**src/rtl/debug_run_ctrl.sv**
```systemverilog
// Execution controller for the debug front-end. It decodes one-byte
// commands, gates the pipeline enable for continuous run or single step,
// counts executed cycles and hands off to the dump logic with a
// request/done handshake.
module debug_run_ctrl #(
  parameter int          CYC_W    = 32,
  parameter logic [7:0]  CMD_RUN  = 8'h43,
  parameter logic [7:0]  CMD_STEP = 8'h53,
  parameter logic [7:0]  CMD_DUMP = 8'h44,
  parameter logic [7:0]  CMD_RST  = 8'h52
) (
  input  logic             clk,
  input  logic             reset,
  input  logic [7:0]       i_cmd,
  input  logic             i_cmd_valid,
  output logic             o_cmd_ready,
  input  logic             i_halt,
  output logic             o_pipe_en,
  output logic             o_pipe_rst,
  output logic             o_dump_req,
  input  logic             i_dump_done,
  output logic [CYC_W-1:0] o_cycles,
  output logic [2:0]       o_state,
  output logic             o_halted
);

  typedef enum logic [2:0] {
    S_IDLE   = 3'd0,
    S_RUN    = 3'd1,
    S_STEP   = 3'd2,
    S_DUMP   = 3'd3,
    S_HALTED = 3'd4,
    S_PRST   = 3'd5
  } state_e;

  state_e             state_q, state_d;
  logic [CYC_W-1:0]   cycles_q, cycles_d;
  logic               halted_q, halted_d;
  logic               dump_req_q, dump_req_d;
  logic               pipe_rst_q, pipe_rst_d;
  logic               cmd_acc;

  // Moore decodes: readiness and pipeline enable depend only on the state.
  assign o_cmd_ready = (state_q == S_IDLE) || (state_q == S_HALTED);
  assign o_pipe_en   = (state_q == S_RUN)  || (state_q == S_STEP);
  assign cmd_acc     = i_cmd_valid && o_cmd_ready;

  // Next-state logic: commands only steer IDLE and HALTED; halt wins in RUN.
  always_comb begin
    // NOTE: every always_comb output gets a default first so no path can
    // leave it unassigned, which would otherwise infer a latch.
    state_d = state_q;
    case (state_q)
      S_IDLE: begin
        if (cmd_acc) begin
          case (i_cmd)
            CMD_RUN:  state_d = S_RUN;
            CMD_STEP: state_d = S_STEP;
            CMD_DUMP: state_d = S_DUMP;
            CMD_RST:  state_d = S_PRST;
            default:  state_d = S_IDLE;
          endcase
        end
      end
      S_RUN: begin
        if (i_halt) state_d = S_HALTED;
      end
      S_STEP: begin
        state_d = i_halt ? S_HALTED : S_DUMP;
      end
      S_DUMP: begin
        if (i_dump_done) state_d = halted_q ? S_HALTED : S_IDLE;
      end
      S_HALTED: begin
        if (cmd_acc) begin
          if (i_cmd == CMD_DUMP)     state_d = S_DUMP;
          else if (i_cmd == CMD_RST) state_d = S_PRST;
        end
      end
      S_PRST:  state_d = S_IDLE;
      default: state_d = S_IDLE;
    endcase
  end

  // Registered outputs are computed from the next state so they line up
  // with the cycle in which that state is current.
  always_comb begin
    cycles_d   = cycles_q;
    halted_d   = halted_q;
    dump_req_d = (state_d == S_DUMP);
    pipe_rst_d = (state_d == S_PRST);
    if (o_pipe_en) cycles_d = cycles_q + CYC_W'(1);
    if (state_d == S_HALTED) halted_d = 1'b1;
    if (state_d == S_PRST) begin
      cycles_d = '0;
      halted_d = 1'b0;
    end
  end

  // State and output registers with synchronous reset.
  always_ff @(posedge clk) begin
    // NOTE: sequential state uses non-blocking assignments so every flop
    // samples the pre-edge values regardless of statement order.
    if (reset) begin
      state_q    <= S_IDLE;
      cycles_q   <= '0;
      halted_q   <= 1'b0;
      dump_req_q <= 1'b0;
      pipe_rst_q <= 1'b0;
    end else begin
      state_q    <= state_d;
      cycles_q   <= cycles_d;
      halted_q   <= halted_d;
      dump_req_q <= dump_req_d;
      pipe_rst_q <= pipe_rst_d;
    end
  end

  assign o_cycles   = cycles_q;
  assign o_halted   = halted_q;
  assign o_dump_req = dump_req_q;
  assign o_pipe_rst = pipe_rst_q;
  assign o_state    = state_q;

endmodule

```
**config.mk**
```make
export PLATFORM = sky130hd
export DESIGN_NAME = debug_run_ctrl
export DESIGN_NICKNAME = d
export VERILOG_FILES = /design/src/rtl/debug_run_ctrl.sv
export SDC_FILE = /design/constraint.sdc
export NUM_CORES = 1
export LEC_CHECK = 0
export BUFFER_PORTS_ARGS = -buffer_cell sky130_fd_sc_hd__buf_2
export CAP_MARGIN = 20
export CORE_UTILIZATION = 50
export CTS_CLUSTER_DIAMETER = 30
export CTS_CLUSTER_SIZE = 14
export DETAILED_ROUTE_END_ITERATION = 8
export GPL_TIMING_DRIVEN = 0
export HOLD_SLACK_MARGIN = 0.1
export PLACE_DENSITY = 0.77
export SYNTH_ARGS = -nofsm -noshare
export SYNTH_HDL_FRONTEND = slang
export SYNTH_SLANG_ARGS = --single-unit
```
**constraint.sdc**
```tcl
create_clock -name clk -period 1.8 [get_ports clk]
set_clock_uncertainty 0.05 [all_clocks]
set_input_delay 0.45 -clock clk [delete_from_list [all_inputs] [get_ports clk]]
set_output_delay 0.45 -clock clk [all_outputs]
set_load 0.005 [all_outputs]
```
==> run summary, run 1 <==
Hpwl dp: 2830 µm
Inst Count DP: 303
Clk slew on worst S/H paths: 80 ps
Max-Cap Viols: 0
Hold Fails Final Rpt: 0
Post-Syn Nets: 219
Area share of and/or/nand/nor cells after synthesis: 35.0%
PwrDens: 660 nW/µm²
DRT Wirelength: 3930 µm
CTS buffer count: 5
CTS sink count: 38
Adder-Cell Fraction of Synth Area: 0.672%
Endpoint type of the worst setup path: flop
DRC Markers: 0
# nets final: 282
Synth Area in Compound Gates: 5.72%
Clock H-tree levels: 2
GP Congestion: 0.757
Fin cells: 315
Largest net degree at the start of global routing: 12
Mux contribution to synthesized area: 0%
Share of layout cells above drive strength 1: 36.4%
Ys async rst share: 0%
Min-delay worst type: in2reg
Psw: 319 µW
Sequential Power Share: 53.6%
Vias per std cell: 5.16
Clock power frac: 43.0%
Worst setup margin: 93.6 ps
Max-slew violations: 0
Arr. time, crit path: 1880 ps
Average wire per standard cell: 12.5 µm
EDFF count, synth: 0
Largest family of logic cells by synthesized area: simple AND/OR/NAND/NOR gates
Die area: 3970 µm²
Register area: 772 µm²
Drt initial violations: 85
Clock Latency Late Sink: 280 ps
CP startpoint kind: flop
Clock root buffer: clkbuf_8
Critical Path RT: 1970 ps
#FFs+latches synth: 38
Final core utilization: 69.1%
Initial antenna violation count: 0
Global-route wire length before repair: 6620 µm
Drt pass-1 iters: 4
Area leader, netlist: dfxtp_1
Area growth syn-to-layout: 27.8%
Post-synth top cells: dfxtp_1 (38), nor2_1 (34), xor2_1 (24), nand3_1 (12), nand4_1 (12)
Core ar.: 3440 µm²
Crit-path max FO: 6
Most common cell in the netlist: dfxtp_1
Starting Density: 54.1%
Slew of the pin with the lowest slew margin: 530 ps
Setup CP Type: reg2reg
P_leak: 1.06 nW
Layout fillers: 289
Synthesized instance count: 205
Inserted Diodes: 0
Finish-stage setup viols: 0
Synth Area in XOR/XNOR: 14.5%
Worst slew margin: 64.6%
Final ANT Viol Nets: 0
Sequential area share after synthesis: 40.9%
Outcome: finished, final reports clean
Fin crit period: 1710 ps
Clk buf depth: 2
Syn. warnings: 0
Vias in the first global route: 1,525
Ys flop type: dfxtp_1
Comb pwr share: 3.3%
Synth top area share: 40.9%
Io pins: 53
PortBufs: 52
DIE WIDTH: 63 µm
Post-place setup slack: -117 ps
Area taken by multi-input logic gates: 1080 µm²
Netlist cell types: 41
Cell Rows: 21
Syn avg cell area: 9.08 µm²
Fmax: 586 MHz
Total gr overflow: 0
Die height: 63 µm
Tcrit/Tclk final: 94.8%
Sw frac: 20.3%
Peak supply drop: 0.285 mV
TritonCTS clock tree: done
Internal: 1.25 mW
GRT Total Usage: 20.9%
Via count: 1,626
Synth Cell Area: 1860 µm²
Top post-synthesis cells by area: dfxtp_1 (41%), xor2_1 (11%), nor2_1 (6.9%)
area by class of cell:
type	instances	share of cell area [%]
clock buffers	8	4.63
repair buffers	57	12.5
multi-input cells	158	45.6
flip-flops and latches	38	32.5
plain buffers	8	2.37
well taps	46	2.42
layout by cell type (no fill, tap or decap), types with 2 or more instances in the layout:
cell type  synthesis  layout
o21ai_0            4       4
nor2b_1            3       3
nor2_1            34      32
dfxtp_1           38      29
or3_1              2       2
buf_6              2       2
xor2_1            24      24
nand4_1           12      12
and4_4             3       4
nor2_4             0       3
clkbuf_8           0       8
and2_1             3       3
nand4b_1           3       3
nand2b_1           3       3
xnor2_1            5       5
nor4_4             2       2
a21oi_1            8       8
nand2_1           11      11
nor3_2             0       2
dfxtp_2            0       9
and3_1             5       5
nor3b_1            2       2
buf_2              3      55
buf_4              2       7
a31oi_1            2       2
nand3_1           12      12
worst max-delay path, cell delays in order (launching register included):
cell and delay [ps]:
dfxtp_1 400, and4_4 280, nor3b_4 320, nand2_1 100
or3_1 350, a21oi_1 140
sequential cells by signal, indices dropped and copies added (netlist names):
| name | cells |
|---|---|
| o_cycles | 32 |
| o_halted | 1 |
| o_pipe_rst | 1 |
| o_dump_req | 1 |
| o_state | 3 |
metrics by stage:
stage	power [mW]	setup TNS, ps	hold WS (ps)	cell area (µm²)
CTS	1.59	-11.8	335	2320
finish	1.57	0	345	2380
floorplan	0.888	0	420	1860
detailed placement	0.913	-2870	437	2180
global route	1.64	-74.7	354	2380
global placement	0.913	-3120	424	2180
power groups by stage:
stage	logic (mW)	registers, mW	clock network (mW)
5_1_grt	0.0585	0.842	0.738
3_5_place_dp	0.0522	0.861	0
3_3_place_gp	0.0519	0.861	0
4_1_cts	0.0530	0.842	0.691
2_1_floorplan	0.0269	0.861	0
6_report	0.0522	0.842	0.675
worst paths after layout:
kind	startpoint	endpoint	slack (ps)	cells after the start
worst min register to register	o_cycles[31]	o_cycles[31]	440	2
worst max register to register	o_cycles[7]	o_cycles[31]	90	5
worst min-delay path	reset	o_state[0]	340	2
worst max-delay path	o_cycles[7]	o_cycles[31]	90	5
routing by layer:
layer  vias up  part of all wire, %  GRT usage, %
li1        849                    -             -
met1       730                   46          25.5
met2        42                   49          35.2
met3         5                  3.9          3.65
met4         0                  1.5          9.88
met5         -                    0             0
logic make-up after synthesis:
| group | count (synthesis) |
|---|---|
| XOR/XNOR | 30 |
| buffers and inverters | 9 |
| AO/OA/AOI/OAI | 18 |
| adder cells (fa/ha/maj) | 1 |
| AND/OR/NAND/NOR | 109 |
| flip-flops | 38 |
repair_timing:
| item | CTS | global route |
|---|---|---|
| hold buffers | 0 | 0 |
| setup endpoints to repair | 2 | 32 |
| pin swaps | 1 | 2 |
| gates resized for setup | 4 | 14 |
| buffers inserted | 1 | 4 |
Power figures use the tool's default switching activity.
==> run 2: changes to the inputs <==
--- a/config.mk
+++ b/config.mk
@@ -7,13 +7,13 @@
 export LEC_CHECK = 0
 export BUFFER_PORTS_ARGS = -buffer_cell sky130_fd_sc_hd__buf_2
 export CAP_MARGIN = 20
-export CORE_UTILIZATION = 50
+export CORE_UTILIZATION = 46
 export CTS_CLUSTER_DIAMETER = 30
 export CTS_CLUSTER_SIZE = 14
 export DETAILED_ROUTE_END_ITERATION = 8
 export GPL_TIMING_DRIVEN = 0
 export HOLD_SLACK_MARGIN = 0.1
-export PLACE_DENSITY = 0.77
+export PLACE_DENSITY = 0.75
 export SYNTH_ARGS = -nofsm -noshare
 export SYNTH_HDL_FRONTEND = slang
 export SYNTH_SLANG_ARGS = --single-unit
==> constraint.sdc (replaced) <==
create_clock -name clk -period 1.4 [get_ports clk]
set_clock_uncertainty 0.05 [all_clocks]
set_input_delay 0.35 -clock clk [delete_from_list [all_inputs] [get_ports clk]]
set_output_delay 0.35 -clock clk [all_outputs]
set_load 0.005 [all_outputs]
==> run 2 against run 1 <==
Effect of this change:
- the flow now finishes with violations (negative setup slack)
- maximum frequency grew 2.3%
- worst setup slack lost 360 ps
- largest power group unchanged
- non-clock buffer count grew 56
- wire length grew 62%
- first-iteration DRC count grew 72%
- core utilization grew 18 points
- combinational power grew to 2.5 times the previous value
- total power grew 27%
- clock power grew 19%
- largest cell class unchanged
- sequential share of layout area shrank 7.2 points
- clock-buffer cell count shrank 2
==> run summary, run 2 (synthesis gave the netlist of run 1 again) <==
Crit-path max FO: 7
Inserted Diodes: 0
PortBufs: 52
Most common cell after layout, fill and taps aside: buf_2
Clock root buffer: clkbuf_8
Starting Density: 49.3%
Largest net degree at the start of global routing: 13
Io pins: 53
R2R Path End: o_cycles[26]
Worst path bufs/invs: 1
Peak supply drop: 0.542 mV
Critical Path RT: 1580 ps
Arr. time, crit path: 1850 ps
Total gr overflow: 0
Initial antenna violation count: 0
Worst slew margin: 74.4%
CP peak stage delay: 350 ps
Hold Crit Depth: 2
Endpoint type of the worst setup path: flop
Hold Path Sink: o_state[0]
HP Start: reset
Die height: 65.6 µm
Core ar.: 3770 µm²
R2r startpoint: o_cycles[19]
Reg-to-reg slack, setup: -270 ps
Fin crit period: 1670 ps
Worst setup margin: -267 ps
DRC Markers: 0
CP top delay family: simple AND/OR/NAND/NOR gates
PwrDens: 608 nW/µm²
# nets final: 338
GRT Total Usage: 27.2%
Vias in the first global route: 1,893
Max-Cap Viols: 0
Fmax: 600 MHz
Drt initial violations: 146
Hpwl dp: 2880 µm
CTS buffer count: 5
Min-delay worst type: in2reg
Violated checks: negative setup slack
Total power: 1.99 mW
Commonest non-fill, non-tap cells in the layout: buf_2 (51), buf_4 (38), buf_6 (28)
Clock Latency Late Sink: 300 ps
Final ANT Viol Nets: 0
DRT Wirelength: 6350 µm
Worst path slowest cell: or3_4
Tcrit/Tclk final: 119%
Max FFs per register: 32
TritonCTS clock tree: done
Vias per std cell: 5.50
Cell Rows: 22
CTS sink count: 38
P_leak: 1.44 nW
Final core utilization: 86.8%
Worst reg2reg path depth: 6
Clk buf depth: 2
Setup CP Type: reg2reg
Share of layout cells above drive strength 1: 66.2%
Worst path cell trace: and4_4 > nor3b_4 > buf_4 > nand3_2 > or3_4 > a21oi_2
Finish-stage setup viols: 35
Die area: 4300 µm²
Clk slew on worst S/H paths: 80 ps
Hold Fails Final Rpt: 0
DIE WIDTH: 65.6 µm
GP Congestion: 0.771
Global-route wire length before repair: 8800 µm
Outcome: finished, violations left
Clock H-tree levels: 2
Area growth syn-to-layout: 76.0%
CP startpoint kind: flop
Average wire per standard cell: 17.0 µm
Max-slew violations: 0
Unrepaired setup endpoints after global routing: true
Via count: 2,050
Slew of the pin with the lowest slew margin: 383 ps
Drt pass-1 iters: 4
==> run 2: report_power, final <==
part	leakage, nW	total, mW	internal [mW]	switching [mW]
Combinational	1.07	0.132	0.0679	0.0640
Sequential	0.324	1.06	1.06	0.00262
Clock	0.0472	0.801	0.396	0.405
==> run 2: repair_timing <==
action,CTS,global route
pin swaps,34,36
setup endpoints to repair,34,40
hold buffers,0,0
gates resized for setup,41,65
cloned,2,0
buffers inserted,52,17
==> run 2: worst register-to-register path, stage by stage, from the launching register on <==
cell and delay, ps:
dfxtp_2 340, and4_4 240, nor3b_4 180, buf_4 190, nand3_2 130, or3_4 350, a21oi_2 130
==> run 2: through the flow <==
stage	worst slack (ps)	std cells	hold slack [ps]	instance area, µm²	setup TNS (ps)
after floorplan	-168	205	362	2010	-1490
after global placement	-299	305	417	2330	-7960
after detailed placement	-312	305	423	2330	-8590
after CTS	-231	365	226	2970	-5880
after global routing	-290	373	254	3270	-7380
final	-267	373	238	3270	-5680
==> run 2: routing by layer <==
layer | wire length [µm] | up-vias | track usage [%]
met5 | 0 | - | 0
met1 | 2570 | 980 | 32.8
li1 | - | 953 | -
met3 | 405 | 16 | 5.38
met2 | 3200 | 101 | 46.6
met4 | 187 | 0 | 11.4
==> run 2: layout make-up <==
class	instances	area (µm²)
repair buffers	118	901
well taps	48	60.1
fillers	187	497
multi-input cells	158	1350
flip-flops and latches	38	827
clock buffers	6	82.6
clock inverters	2	12.5
plain buffers	3	37.5
==> run 2: how the worst max path moves through the flow <==
| stage | from | to | slack, ps | cells after the start |
|---|---|---|---|---|
| final | o_cycles[19] | o_cycles[26] | -270 | 6 |
| after global routing | o_cycles[19] | o_cycles[26] | -290 | 6 |
| after CTS | o_state[1] | o_pipe_en | -230 | 4 |
| after detailed placement | o_state[2] | o_cycles[31] | -310 | 6 |
| after global placement | o_state[2] | o_cycles[31] | -300 | 6 |
| after floorplan | o_cycles[3] | o_cycles[31] | -170 | 5 |
